$ cat config.mk
export PLATFORM = sky130hd
export DESIGN_NAME = sram_axi_dbridge_flat
export DESIGN_NICKNAME = d
export VERILOG_FILES = /design/src/rtl/sram_axi_dbridge_if.sv /design/src/rtl/sram_axi_dbridge.sv /design/src/flat_wrapper.sv
export SDC_FILE = /design/constraint.sdc
export NUM_CORES = 1
export LEC_CHECK = 0
export ABC_AREA = 1
export CORE_AREA = 3 3 121 123
export DETAILED_ROUTE_END_ITERATION = 10
export DIE_AREA = 0 0 124 126
export DONT_BUFFER_PORTS = 1
export PLACE_DENSITY = 0.5
export SLEW_MARGIN = 40
export SYNTH_ARGS = -nofsm -noshare
export SYNTH_HDL_FRONTEND = slang
export SYNTH_SLANG_ARGS = --single-unit
$ cat constraint.sdc
create_clock -name clk -period 1.7 [get_ports clk]
set_clock_uncertainty 0.1 [all_clocks]
set_input_delay 0.51 -clock clk [delete_from_list [all_inputs] [get_ports clk]]
set_output_delay 0.51 -clock clk [all_outputs]
set_load 0.05 [all_outputs]
$ cat src/rtl/sram_axi_dbridge_if.sv
// Bundle of the core-side SRAM-like data port and the AXI3 master channels of the data bridge.
// 'master' is the bridge view; 'slave' is the view of the core plus AXI fabric around it.
interface sram_axi_dbridge_if;
    localparam int unsigned ADDR_W = 32;
    localparam int unsigned DATA_W = 32;
    localparam int unsigned ID_W   = 4;

    logic                  data_req;
    logic                  data_wr;
    logic [1:0]            data_size;
    logic [ADDR_W-1:0]     data_addr;
    logic [DATA_W-1:0]     data_wdata;
    logic                  data_addr_ok;
    logic                  data_data_ok;
    logic [DATA_W-1:0]     data_rdata;

    logic [ID_W-1:0]       arid;
    logic [ADDR_W-1:0]     araddr;
    logic [7:0]            arlen;
    logic [2:0]            arsize;
    logic [1:0]            arburst;
    logic [1:0]            arlock;
    logic [3:0]            arcache;
    logic [2:0]            arprot;
    logic                  arvalid;
    logic                  arready;

    logic [ID_W-1:0]       rid;
    logic [DATA_W-1:0]     rdata;
    logic [1:0]            rresp;
    logic                  rlast;
    logic                  rvalid;
    logic                  rready;

    logic [ID_W-1:0]       awid;
    logic [ADDR_W-1:0]     awaddr;
    logic [7:0]            awlen;
    logic [2:0]            awsize;
    logic [1:0]            awburst;
    logic [1:0]            awlock;
    logic [3:0]            awcache;
    logic [2:0]            awprot;
    logic                  awvalid;
    logic                  awready;

    logic [ID_W-1:0]       wid;
    logic [DATA_W-1:0]     wdata;
    logic [DATA_W/8-1:0]   wstrb;
    logic                  wlast;
    logic                  wvalid;
    logic                  wready;

    logic [ID_W-1:0]       bid;
    logic [1:0]            bresp;
    logic                  bvalid;
    logic                  bready;

    modport master (
        input  data_req, data_wr, data_size, data_addr, data_wdata,
        output data_addr_ok, data_data_ok, data_rdata,
        output arid, araddr, arlen, arsize, arburst, arlock, arcache, arprot, arvalid,
        input  arready,
        input  rid, rdata, rresp, rlast, rvalid,
        output rready,
        output awid, awaddr, awlen, awsize, awburst, awlock, awcache, awprot, awvalid,
        input  awready,
        output wid, wdata, wstrb, wlast, wvalid,
        input  wready,
        input  bid, bresp, bvalid,
        output bready
    );

    modport slave (
        output data_req, data_wr, data_size, data_addr, data_wdata,
        input  data_addr_ok, data_data_ok, data_rdata,
        input  arid, araddr, arlen, arsize, arburst, arlock, arcache, arprot, arvalid,
        output arready,
        output rid, rdata, rresp, rlast, rvalid,
        input  rready,
        input  awid, awaddr, awlen, awsize, awburst, awlock, awcache, awprot, awvalid,
        output awready,
        input  wid, wdata, wstrb, wlast, wvalid,
        output wready,
        output bid, bresp, bvalid,
        input  bready
    );
endinterface

$ cat src/rtl/sram_axi_dbridge.sv
// Data-side SRAM-like to AXI3 bridge: one outstanding single-beat load or store at a time.
// Request fields are latched on acceptance so AXI payloads stay stable until their handshakes.
module sram_axi_dbridge #(
    parameter int unsigned ID = 1
) (
    input  logic                clk,
    input  logic                reset,
    sram_axi_dbridge_if.master  bus
);
    localparam int unsigned ADDR_W = 32;
    localparam int unsigned DATA_W = 32;
    localparam int unsigned ID_W   = 4;
    localparam int unsigned STRB_W = DATA_W / 8;

    typedef enum logic [2:0] {
        S_IDLE  = 3'd0,
        S_RD_A  = 3'd1,
        S_RD_D  = 3'd2,
        S_WR_AW = 3'd3,
        S_WR_B  = 3'd4,
        S_RESP  = 3'd5
    } state_t;

    state_t              r_state;
    state_t              w_next;

    logic                r_wr;
    logic [1:0]          r_size;
    logic [ADDR_W-1:0]   r_addr;
    logic [DATA_W-1:0]   r_wdata;
    logic [DATA_W-1:0]   r_rdata;
    logic                r_aw_done;
    logic                r_w_done;

    logic                w_accept;
    logic                w_ar_hs;
    logic                w_r_hs;
    logic                w_aw_hs;
    logic                w_w_hs;
    logic                w_b_hs;
    logic                w_arvalid;
    logic                w_rready;
    logic                w_awvalid;
    logic                w_wvalid;
    logic                w_bready;
    logic                w_data_ok;
    logic [STRB_W-1:0]   w_wstrb;
    logic                w_unused;

    assign w_accept = (r_state == S_IDLE) && bus.data_req;
    assign w_ar_hs  = w_arvalid && bus.arready;
    assign w_r_hs   = w_rready  && bus.rvalid;
    assign w_aw_hs  = w_awvalid && bus.awready;
    assign w_w_hs   = w_wvalid  && bus.wready;
    assign w_b_hs   = w_bready  && bus.bvalid;

    // State register
    always_ff @(posedge clk) begin
        if (reset) begin
            r_state <= S_IDLE;
        end else begin
            r_state <= w_next;
        end
    end

    // Next-state logic; a store leaves WR_AW once both AW and W are done, counting this cycle's handshakes
    always_comb begin
        w_next = r_state;
        case (r_state)
            S_IDLE:  if (w_accept) w_next = bus.data_wr ? S_WR_AW : S_RD_A;
            S_RD_A:  if (w_ar_hs)  w_next = S_RD_D;
            S_RD_D:  if (w_r_hs)   w_next = S_RESP;
            S_WR_AW: if ((r_aw_done || w_aw_hs) && (r_w_done || w_w_hs)) w_next = S_WR_B;
            S_WR_B:  if (w_b_hs)   w_next = S_RESP;
            S_RESP:  w_next = S_IDLE;
            default: w_next = S_IDLE;
        endcase
    end

    // Output decode
    always_comb begin
        w_arvalid = 1'b0;
        w_rready  = 1'b0;
        w_awvalid = 1'b0;
        w_wvalid  = 1'b0;
        w_bready  = 1'b0;
        w_data_ok = 1'b0;
        case (r_state)
            S_RD_A:  w_arvalid = 1'b1;
            S_RD_D:  w_rready  = 1'b1;
            S_WR_AW: begin
                w_awvalid = !r_aw_done;
                w_wvalid  = !r_w_done;
            end
            S_WR_B:  w_bready  = 1'b1;
            S_RESP:  w_data_ok = 1'b1;
            default: ;
        endcase
    end

    // Request capture, load data capture and AW/W completion tracking
    always_ff @(posedge clk) begin
        if (reset) begin
            r_wr      <= 1'b0;
            r_size    <= 2'd0;
            r_addr    <= '0;
            r_wdata   <= '0;
            r_rdata   <= '0;
            r_aw_done <= 1'b0;
            r_w_done  <= 1'b0;
        end else begin
            if (w_accept) begin
                r_wr      <= bus.data_wr;
                r_size    <= bus.data_size;
                r_addr    <= bus.data_addr;
                r_wdata   <= bus.data_wdata;
                r_aw_done <= 1'b0;
                r_w_done  <= 1'b0;
            end else begin
                if (w_aw_hs) r_aw_done <= 1'b1;
                if (w_w_hs)  r_w_done  <= 1'b1;
            end
            if (w_r_hs) r_rdata <= bus.rdata;
        end
    end

    // Byte lanes for the store; size 3 falls through to a full word
    always_comb begin
        w_wstrb = 4'b1111;
        case (r_size)
            2'd0:    w_wstrb = 4'b0001 << r_addr[1:0];
            2'd1:    w_wstrb = r_addr[1] ? 4'b1100 : 4'b0011;
            default: w_wstrb = 4'b1111;
        endcase
    end

    assign bus.data_addr_ok = w_accept;
    assign bus.data_data_ok = w_data_ok;
    assign bus.data_rdata   = r_rdata;

    assign bus.arid    = ID_W'(ID);
    assign bus.araddr  = r_addr;
    assign bus.arlen   = 8'd0;
    assign bus.arsize  = {1'b0, r_size};
    assign bus.arburst = 2'b01;
    assign bus.arlock  = 2'b00;
    assign bus.arcache = 4'd0;
    assign bus.arprot  = 3'd0;
    assign bus.arvalid = w_arvalid;
    assign bus.rready  = w_rready;

    assign bus.awid    = ID_W'(ID);
    assign bus.awaddr  = r_addr;
    assign bus.awlen   = 8'd0;
    assign bus.awsize  = {1'b0, r_size};
    assign bus.awburst = 2'b01;
    assign bus.awlock  = 2'b00;
    assign bus.awcache = 4'd0;
    assign bus.awprot  = 3'd0;
    assign bus.awvalid = w_awvalid;

    assign bus.wid     = ID_W'(ID);
    assign bus.wdata   = r_wdata;
    assign bus.wstrb   = w_wstrb;
    assign bus.wlast   = 1'b1;
    assign bus.wvalid  = w_wvalid;
    assign bus.bready  = w_bready;

    // Response IDs, status and rlast carry no information for a single-beat, error-free bridge
    assign w_unused = ^{bus.rid, bus.rresp, bus.rlast, bus.bid, bus.bresp, r_wr};
endmodule

$ cat src/flat_wrapper.sv
// flat-port wrapper written by rule: the top's interface ports become plain ports
module sram_axi_dbridge_flat 
#(
    parameter int unsigned ID = 1
)
  (clk, reset, bus_data_req, bus_data_wr, bus_data_size, bus_data_addr, bus_data_wdata, bus_data_addr_ok, bus_data_data_ok, bus_data_rdata, bus_arid, bus_araddr, bus_arlen, bus_arsize, bus_arburst, bus_arlock, bus_arcache, bus_arprot, bus_arvalid, bus_arready, bus_rid, bus_rdata, bus_rresp, bus_rlast, bus_rvalid, bus_rready, bus_awid, bus_awaddr, bus_awlen, bus_awsize, bus_awburst, bus_awlock, bus_awcache, bus_awprot, bus_awvalid, bus_awready, bus_wid, bus_wdata, bus_wstrb, bus_wlast, bus_wvalid, bus_wready, bus_bid, bus_bresp, bus_bvalid, bus_bready);
  sram_axi_dbridge_if bus_i ();
  input  logic clk;
  input  logic reset;
  input wire logic [$bits(bus_i.data_req)-1:0] bus_data_req;
  input wire logic [$bits(bus_i.data_wr)-1:0] bus_data_wr;
  input wire logic [$bits(bus_i.data_size)-1:0] bus_data_size;
  input wire logic [$bits(bus_i.data_addr)-1:0] bus_data_addr;
  input wire logic [$bits(bus_i.data_wdata)-1:0] bus_data_wdata;
  output wire logic [$bits(bus_i.data_addr_ok)-1:0] bus_data_addr_ok;
  output wire logic [$bits(bus_i.data_data_ok)-1:0] bus_data_data_ok;
  output wire logic [$bits(bus_i.data_rdata)-1:0] bus_data_rdata;
  output wire logic [$bits(bus_i.arid)-1:0] bus_arid;
  output wire logic [$bits(bus_i.araddr)-1:0] bus_araddr;
  output wire logic [$bits(bus_i.arlen)-1:0] bus_arlen;
  output wire logic [$bits(bus_i.arsize)-1:0] bus_arsize;
  output wire logic [$bits(bus_i.arburst)-1:0] bus_arburst;
  output wire logic [$bits(bus_i.arlock)-1:0] bus_arlock;
  output wire logic [$bits(bus_i.arcache)-1:0] bus_arcache;
  output wire logic [$bits(bus_i.arprot)-1:0] bus_arprot;
  output wire logic [$bits(bus_i.arvalid)-1:0] bus_arvalid;
  input wire logic [$bits(bus_i.arready)-1:0] bus_arready;
  input wire logic [$bits(bus_i.rid)-1:0] bus_rid;
  input wire logic [$bits(bus_i.rdata)-1:0] bus_rdata;
  input wire logic [$bits(bus_i.rresp)-1:0] bus_rresp;
  input wire logic [$bits(bus_i.rlast)-1:0] bus_rlast;
  input wire logic [$bits(bus_i.rvalid)-1:0] bus_rvalid;
  output wire logic [$bits(bus_i.rready)-1:0] bus_rready;
  output wire logic [$bits(bus_i.awid)-1:0] bus_awid;
  output wire logic [$bits(bus_i.awaddr)-1:0] bus_awaddr;
  output wire logic [$bits(bus_i.awlen)-1:0] bus_awlen;
  output wire logic [$bits(bus_i.awsize)-1:0] bus_awsize;
  output wire logic [$bits(bus_i.awburst)-1:0] bus_awburst;
  output wire logic [$bits(bus_i.awlock)-1:0] bus_awlock;
  output wire logic [$bits(bus_i.awcache)-1:0] bus_awcache;
  output wire logic [$bits(bus_i.awprot)-1:0] bus_awprot;
  output wire logic [$bits(bus_i.awvalid)-1:0] bus_awvalid;
  input wire logic [$bits(bus_i.awready)-1:0] bus_awready;
  output wire logic [$bits(bus_i.wid)-1:0] bus_wid;
  output wire logic [$bits(bus_i.wdata)-1:0] bus_wdata;
  output wire logic [$bits(bus_i.wstrb)-1:0] bus_wstrb;
  output wire logic [$bits(bus_i.wlast)-1:0] bus_wlast;
  output wire logic [$bits(bus_i.wvalid)-1:0] bus_wvalid;
  input wire logic [$bits(bus_i.wready)-1:0] bus_wready;
  input wire logic [$bits(bus_i.bid)-1:0] bus_bid;
  input wire logic [$bits(bus_i.bresp)-1:0] bus_bresp;
  input wire logic [$bits(bus_i.bvalid)-1:0] bus_bvalid;
  output wire logic [$bits(bus_i.bready)-1:0] bus_bready;
  assign bus_i.data_req = bus_data_req;
  assign bus_i.data_wr = bus_data_wr;
  assign bus_i.data_size = bus_data_size;
  assign bus_i.data_addr = bus_data_addr;
  assign bus_i.data_wdata = bus_data_wdata;
  assign bus_data_addr_ok = bus_i.data_addr_ok;
  assign bus_data_data_ok = bus_i.data_data_ok;
  assign bus_data_rdata = bus_i.data_rdata;
  assign bus_arid = bus_i.arid;
  assign bus_araddr = bus_i.araddr;
  assign bus_arlen = bus_i.arlen;
  assign bus_arsize = bus_i.arsize;
  assign bus_arburst = bus_i.arburst;
  assign bus_arlock = bus_i.arlock;
  assign bus_arcache = bus_i.arcache;
  assign bus_arprot = bus_i.arprot;
  assign bus_arvalid = bus_i.arvalid;
  assign bus_i.arready = bus_arready;
  assign bus_i.rid = bus_rid;
  assign bus_i.rdata = bus_rdata;
  assign bus_i.rresp = bus_rresp;
  assign bus_i.rlast = bus_rlast;
  assign bus_i.rvalid = bus_rvalid;
  assign bus_rready = bus_i.rready;
  assign bus_awid = bus_i.awid;
  assign bus_awaddr = bus_i.awaddr;
  assign bus_awlen = bus_i.awlen;
  assign bus_awsize = bus_i.awsize;
  assign bus_awburst = bus_i.awburst;
  assign bus_awlock = bus_i.awlock;
  assign bus_awcache = bus_i.awcache;
  assign bus_awprot = bus_i.awprot;
  assign bus_awvalid = bus_i.awvalid;
  assign bus_i.awready = bus_awready;
  assign bus_wid = bus_i.wid;
  assign bus_wdata = bus_i.wdata;
  assign bus_wstrb = bus_i.wstrb;
  assign bus_wlast = bus_i.wlast;
  assign bus_wvalid = bus_i.wvalid;
  assign bus_i.wready = bus_wready;
  assign bus_i.bid = bus_bid;
  assign bus_i.bresp = bus_bresp;
  assign bus_i.bvalid = bus_bvalid;
  assign bus_bready = bus_i.bready;
  sram_axi_dbridge #(.ID(ID)) u_core (.clk(clk), .reset(reset), .bus(bus_i));
endmodule
## Word-level counts from Yosys, hierarchy flattened

Index checks and enable logic that the tools add are counted.

| word-level totals | value |
|---|---|
| output and inout port bits | 196 |
| bits of input ports | 120 |
| logic and storage cells | 49 |
| register bits | 103 |

| operators by class | value |
|---|---|
| mux-type cells | 15 |
| equal/unequal tests | 11 |
| shift operators | 1 |
| reduce and logical (&&, ||, !) cells | 15 |

Operator list:

| kind | number |
|---|---|
| $mux 3 | 5 |
| $pmux 3 s5 | 1 |
| $ne 2x1->1 const B | 4 |
| $pmux 4 s2 | 1 |
| $logic_and 1x1->1 | 7 |
| $eq 3x2->1 const B | 2 |
| $eq 3x3->1 const B | 2 |
| $mux 1 | 6 |
| $reduce_and 5->1 | 1 |
| $mux 4 | 1 |
| $shl 1x2->4 const A | 1 |
| $eq 3x1->1 const B | 1 |
| $logic_not 3->1 | 1 |
| $eq 2x1->1 const B | 1 |
| $logic_not 1->1 | 2 |
| $logic_not 2->1 | 1 |
| $logic_or 1x1->1 | 2 |
| $mux 2 | 1 |
| $ne 2x2->1 const B | 1 |
| $reduce_or 2->1 | 1 |

## Logic depth before layout (Yosys ltp)

| depth | value |
|---|---|
| depth after elaboration | 7 |
| mapped depth | 9 |
| gate-level depth less buffers | 8 |

## Least setup slack after synthesis

OpenSTA, ideal clock, no wires.

| timing path | value |
|---|---|
| kind | reg-to-output |
| start point | register u_core.r_addr[1] (netlist: u_core.bus.araddr[1]) |
| end point | output bus_wstrb[2] |
| setup slack | -0.814 ns |
| stages on the path, launching flop included | 3 |
| required time | 1.090 ns |
| arrival | 1.904 ns |
| path buffers | 0 |
| cells stage by stage | dfxtp_1 inv_1 o21ai_0 |

| on the way | value |
|---|---|
| word-level cells in the longest chain between the ends | 2 |
| elaborated cells between the ends (all ways) | 3 |
| those cells by class | shift (1); mux (2) |

RTL lines:

| item | RTL line | text |
|---|---|---|
| start: declaration | sram_axi_dbridge.sv:29 | `logic [ADDR_W-1:0] r_addr;` |
| start signal: assignment | sram_axi_dbridge.sv:115 | `r_addr <= bus.data_addr;` |
| $mux 4 or $shl 1x2->4 (tied branches) | sram_axi_dbridge.sv:132, sram_axi_dbridge.sv:131 |  |
| $pmux 4 s2 (*) | sram_axi_dbridge.sv:130 | `case (r_size)` |
| end: declaration | flat_wrapper.sv:46 | `output wire logic [$bits(bus_i.wstrb)-1:0] bus_wstrb;` |

Every way passes the cells marked *; elsewhere a longest branch is shown, timed or not.

## Final worst setup path

| timing path | value |
|---|---|
| start point | register u_core.r_state[2] |
| end point | output bus_data_addr_ok |

| on the way | value |
|---|---|
| word-level cells in the longest chain between the ends | 2 |

RTL lines:

| item | RTL line | text |
|---|---|---|
| start: declaration | sram_axi_dbridge.sv:24 | `state_t r_state;` |
| start signal: assignment | sram_axi_dbridge.sv:62 | `r_state <= w_next;` |
| $logic_not 3->1 | sram_axi_dbridge.sv:50 | `assign w_accept = (r_state == S_IDLE) && bus.data_req;` |
| $logic_and 1x1->1 | sram_axi_dbridge.sv:50 |  |
| end: declaration | flat_wrapper.sv:15 | `output wire logic [$bits(bus_i.data_addr_ok)-1:0] bus_data_addr_ok;` |

No other way between the ends.

==> out/metrics.cfg <==
[yosys]
synth_cells=580
syn_area_um2=4440
yosys.cell_types.count=24
yosys.area.top_type_share_pct=46.4
ys_seq_area_share_pct=46.4
yosys_warnings=0
syn_avg_cell_area_um2=7.66
ys_ff_latch=103
synth.largest_area_cell=dfxtp_1
yosys-top-cells-area=dfxtp_1, buf_4, nand2_1

[clock_network]
cts-root-buf=clkbuf_16
cts_tree=built
cts_hold_buf=0
clock_sinks=103
htreeDepth=3
clock_path_buffers=2
clk_latency_ns=0.34
cts_buffers=9
clk_pin_slew_worst_paths_ns=0.07

[power]
p_int_mw=5.36
p_comb_share_pct=41.7
pwr-share-clk_pct=18.2
power_mw=11.0
switching_share_pct=51.1
p_switching_mw=5.60
power_per_cell_area_nw_per_um2=2130
static-leakage-power_nw=2.19
seq_power_share_pct=40.1
ir_worst_vdd_mv=0.812

[detailed_routing]
drtPass1Iterations=4
post_drt_wl_per_cell_um=14.0
drcViolationCount=0
detail-route-antenna-nets=0
vias=3473
viasPerCell=4.47
finalWirelength_um=10800
first_iter_violations=128

[global_routing]
groute.usage.overall_pct=13.0
grt_max_degree=65
antenna_found_initial=2
gr-total-overflow=0
grt_pass1_vias=3171
grt_first_pass_wirelength_um=15900

[floorplan]
core_um2=13800
fp.dieH_um=126
design.portCount=316
die_x_um=124
dieArea_um2=15600
num_rows=43
start_util_pct=32.3

[finish]
area_delta_synth_final_pct=15.6
final_area_um2=5140
fin_nets=711
drive_above_1_share_pct=20.0

[job]
maxCapViolations=0

[critical_path]
cp-start-kind=flop
crit_type=flop to primary output
cp.arrival_ns=1.32
crit_required_ns=1.09
critPathBufInv=3
crit_path_max_fanout=4
crit_path_max_incr_delay_ns=0.36
crit_slowest_cell=dfxtp_4
critPathCaptureType=primary output
worstPathCellList=buf_4, nor2_4, nand3_4, inv_4, buf_12
path_delay_family=flip-flops

[sta]
period_needed_ns=1.93
finalWorstSetupSlack_ns=-0.227
timing.fmax_ghz=0.519
max_slew.worst_pin.slew_ns=0.539
slew_headroom_pct=64.0
finalCritPeriodShare_pct=113
setup-violations-final=11
final_hold_viol_count=0
rsz0062_at_grt=yes
final_max_slew_viol_count=0

[placed_design]
portBuffers=0
place_area_um2=4720
place.gp.congestion=0.748
pre_cts_ws_ns=0.0611
hpwl_um=8060

[worst_hold_path]
hold_class=input pin to flop

[status]
status=complete, but fails checks
violations=setup timing

cell usage after synthesis:
cell type	number
nand2_2	1
and3_1	2
nand3b_1	2
o21ai_0	34
nor2_4	2
o21ai_1	7
buf_1	1
clkbuf_1	10
nand4_1	3
clkbuf_4	1
inv_2	4
nand3_4	1
conb_1	2
inv_1	14
buf_4	93
buf_2	10
dfxtp_1	103
nor2_2	1
nor2_1	76
a21oi_1	68
buf_6	4
nand2_1	136
nor3_1	2
nand3_1	3
cell usage in the layout, fill, tap and decap left out, types with 3 or more instances in the layout:
master | synthesis | final
nand2_1 | 136 | 135
dfxtp_1 | 103 | 96
nor2_1 | 76 | 70
a21oi_1 | 68 | 68
conb_1 | 2 | 53
buf_4 | 93 | 53
o21ai_0 | 34 | 30
buf_12 | 0 | 13
clkbuf_16 | 0 | 9
nor2_4 | 2 | 8
inv_1 | 14 | 8
inv_2 | 4 | 7
o21ai_1 | 7 | 7
o21ai_4 | 0 | 4
dfxtp_2 | 0 | 4
nand3_1 | 3 | 3
nand4_1 | 3 | 3
dfxtp_4 | 0 | 3
through the flow:
stage                     instances  hold slack [ns]  setup TNS [ns]  util, %
after floorplan                 631            0.491         -0.0923        -
after global placement          752            0.346               0     34.3
after detailed placement        752            0.351               0     34.3
after CTS                       773           0.0997           -2.00     37.0
after global routing            777            0.100           -4.19     37.3
final                           777            0.125           -1.62     37.3
worst register-to-register path, cell delays in order (launching register included):
cell	delay, ns
dfxtp_2	0.33
inv_2	0.06
nor2_4	0.04
buf_4	0.12
buf_4	0.13
nand2_4	0.06
buf_4	0.11
nor2_4	0.03
inv_2	0.37
nor2_1	0.10
nor2_1	0.12
power by group through the flow:
stage	Clock (mW)	Sequential (mW)	Combinational, mW
CTS	2.10	4.39	4.53
finish	2.00	4.39	4.56
global placement	0	4.41	4.34
floorplan	0	4.99	2.99
detailed placement	0	4.43	4.40
global route	2.19	4.45	4.90
worst paths after layout:
check | start | endpoint | slack (ns) | cells after the start
worst max register to register | u_core.r_state[1]$_SDFFE_PP0P_ | u_core.bus.data_rdata[27]$_SDFFE_PP0P_ | 0.06 | 10
worst min-delay path | reset | u_core.bus.wdata[1]$_SDFFE_PP0P_ | 0.13 | 1
worst max-delay path | u_core.r_state[2]$_SDFFE_PP0P_ | bus_data_addr_ok | -0.23 | 5
worst min register to register | u_core.bus.araddr[19]$_SDFFE_PP0P_ | u_core.bus.araddr[19]$_SDFFE_PP0P_ | 0.36 | 2
state kept, by name, indices dropped and copies added, names as in the netlist:
name and cells:
u_core.bus.araddr 32, u_core.bus.data_rdata 32, u_core.bus.wdata 32, u_core.r_aw_done 1
u_core.r_size 2, u_core.r_state 3, u_core.r_w_done 1
area by class of cell:
class / instances / area, um^2
antenna: 1 / 2.50
clock buffer: 10 / 239
clock inverter: 6 / 51.3
fill: 1451 / 8640
inverter: 18 / 76.3
multi-input combinational: 391 / 1780
sequential: 103 / 2080
tap: 180 / 225
timing repair buffer: 68 / 681
timing repair:
item,CTS,global route
pin swaps,7,6
endpoints found under the setup margin,13,11
gates resized for setup,17,7
buffers inserted,5,3
cells by family (layout without fill, tap and decap cells):
group / Yosys count / count (layout) / synth area share (%)
other: 2 / 54 / 0.169
DFF: 103 / 103 / 46.4
AOI/OAI and AO/OA: 109 / 109 / 12.3
buffers and inverters: 137 / 102 / 20.5
and+or+nand+nor: 229 / 229 / 20.7
layer usage:
| metal | track usage, % | vias up | routed length, um |
|---|---|---|---|
| li1 | - | 1720 | - |
| met4 | 7.02 | 2 | 278 |
| met5 | 0 | - | 13 |
| met1 | 14.1 | 1535 | 3990 |
| met3 | 5.12 | 23 | 1170 |
| met2 | 21.7 | 193 | 5390 |
Note: power is estimated with default switching activity, not from simulation.
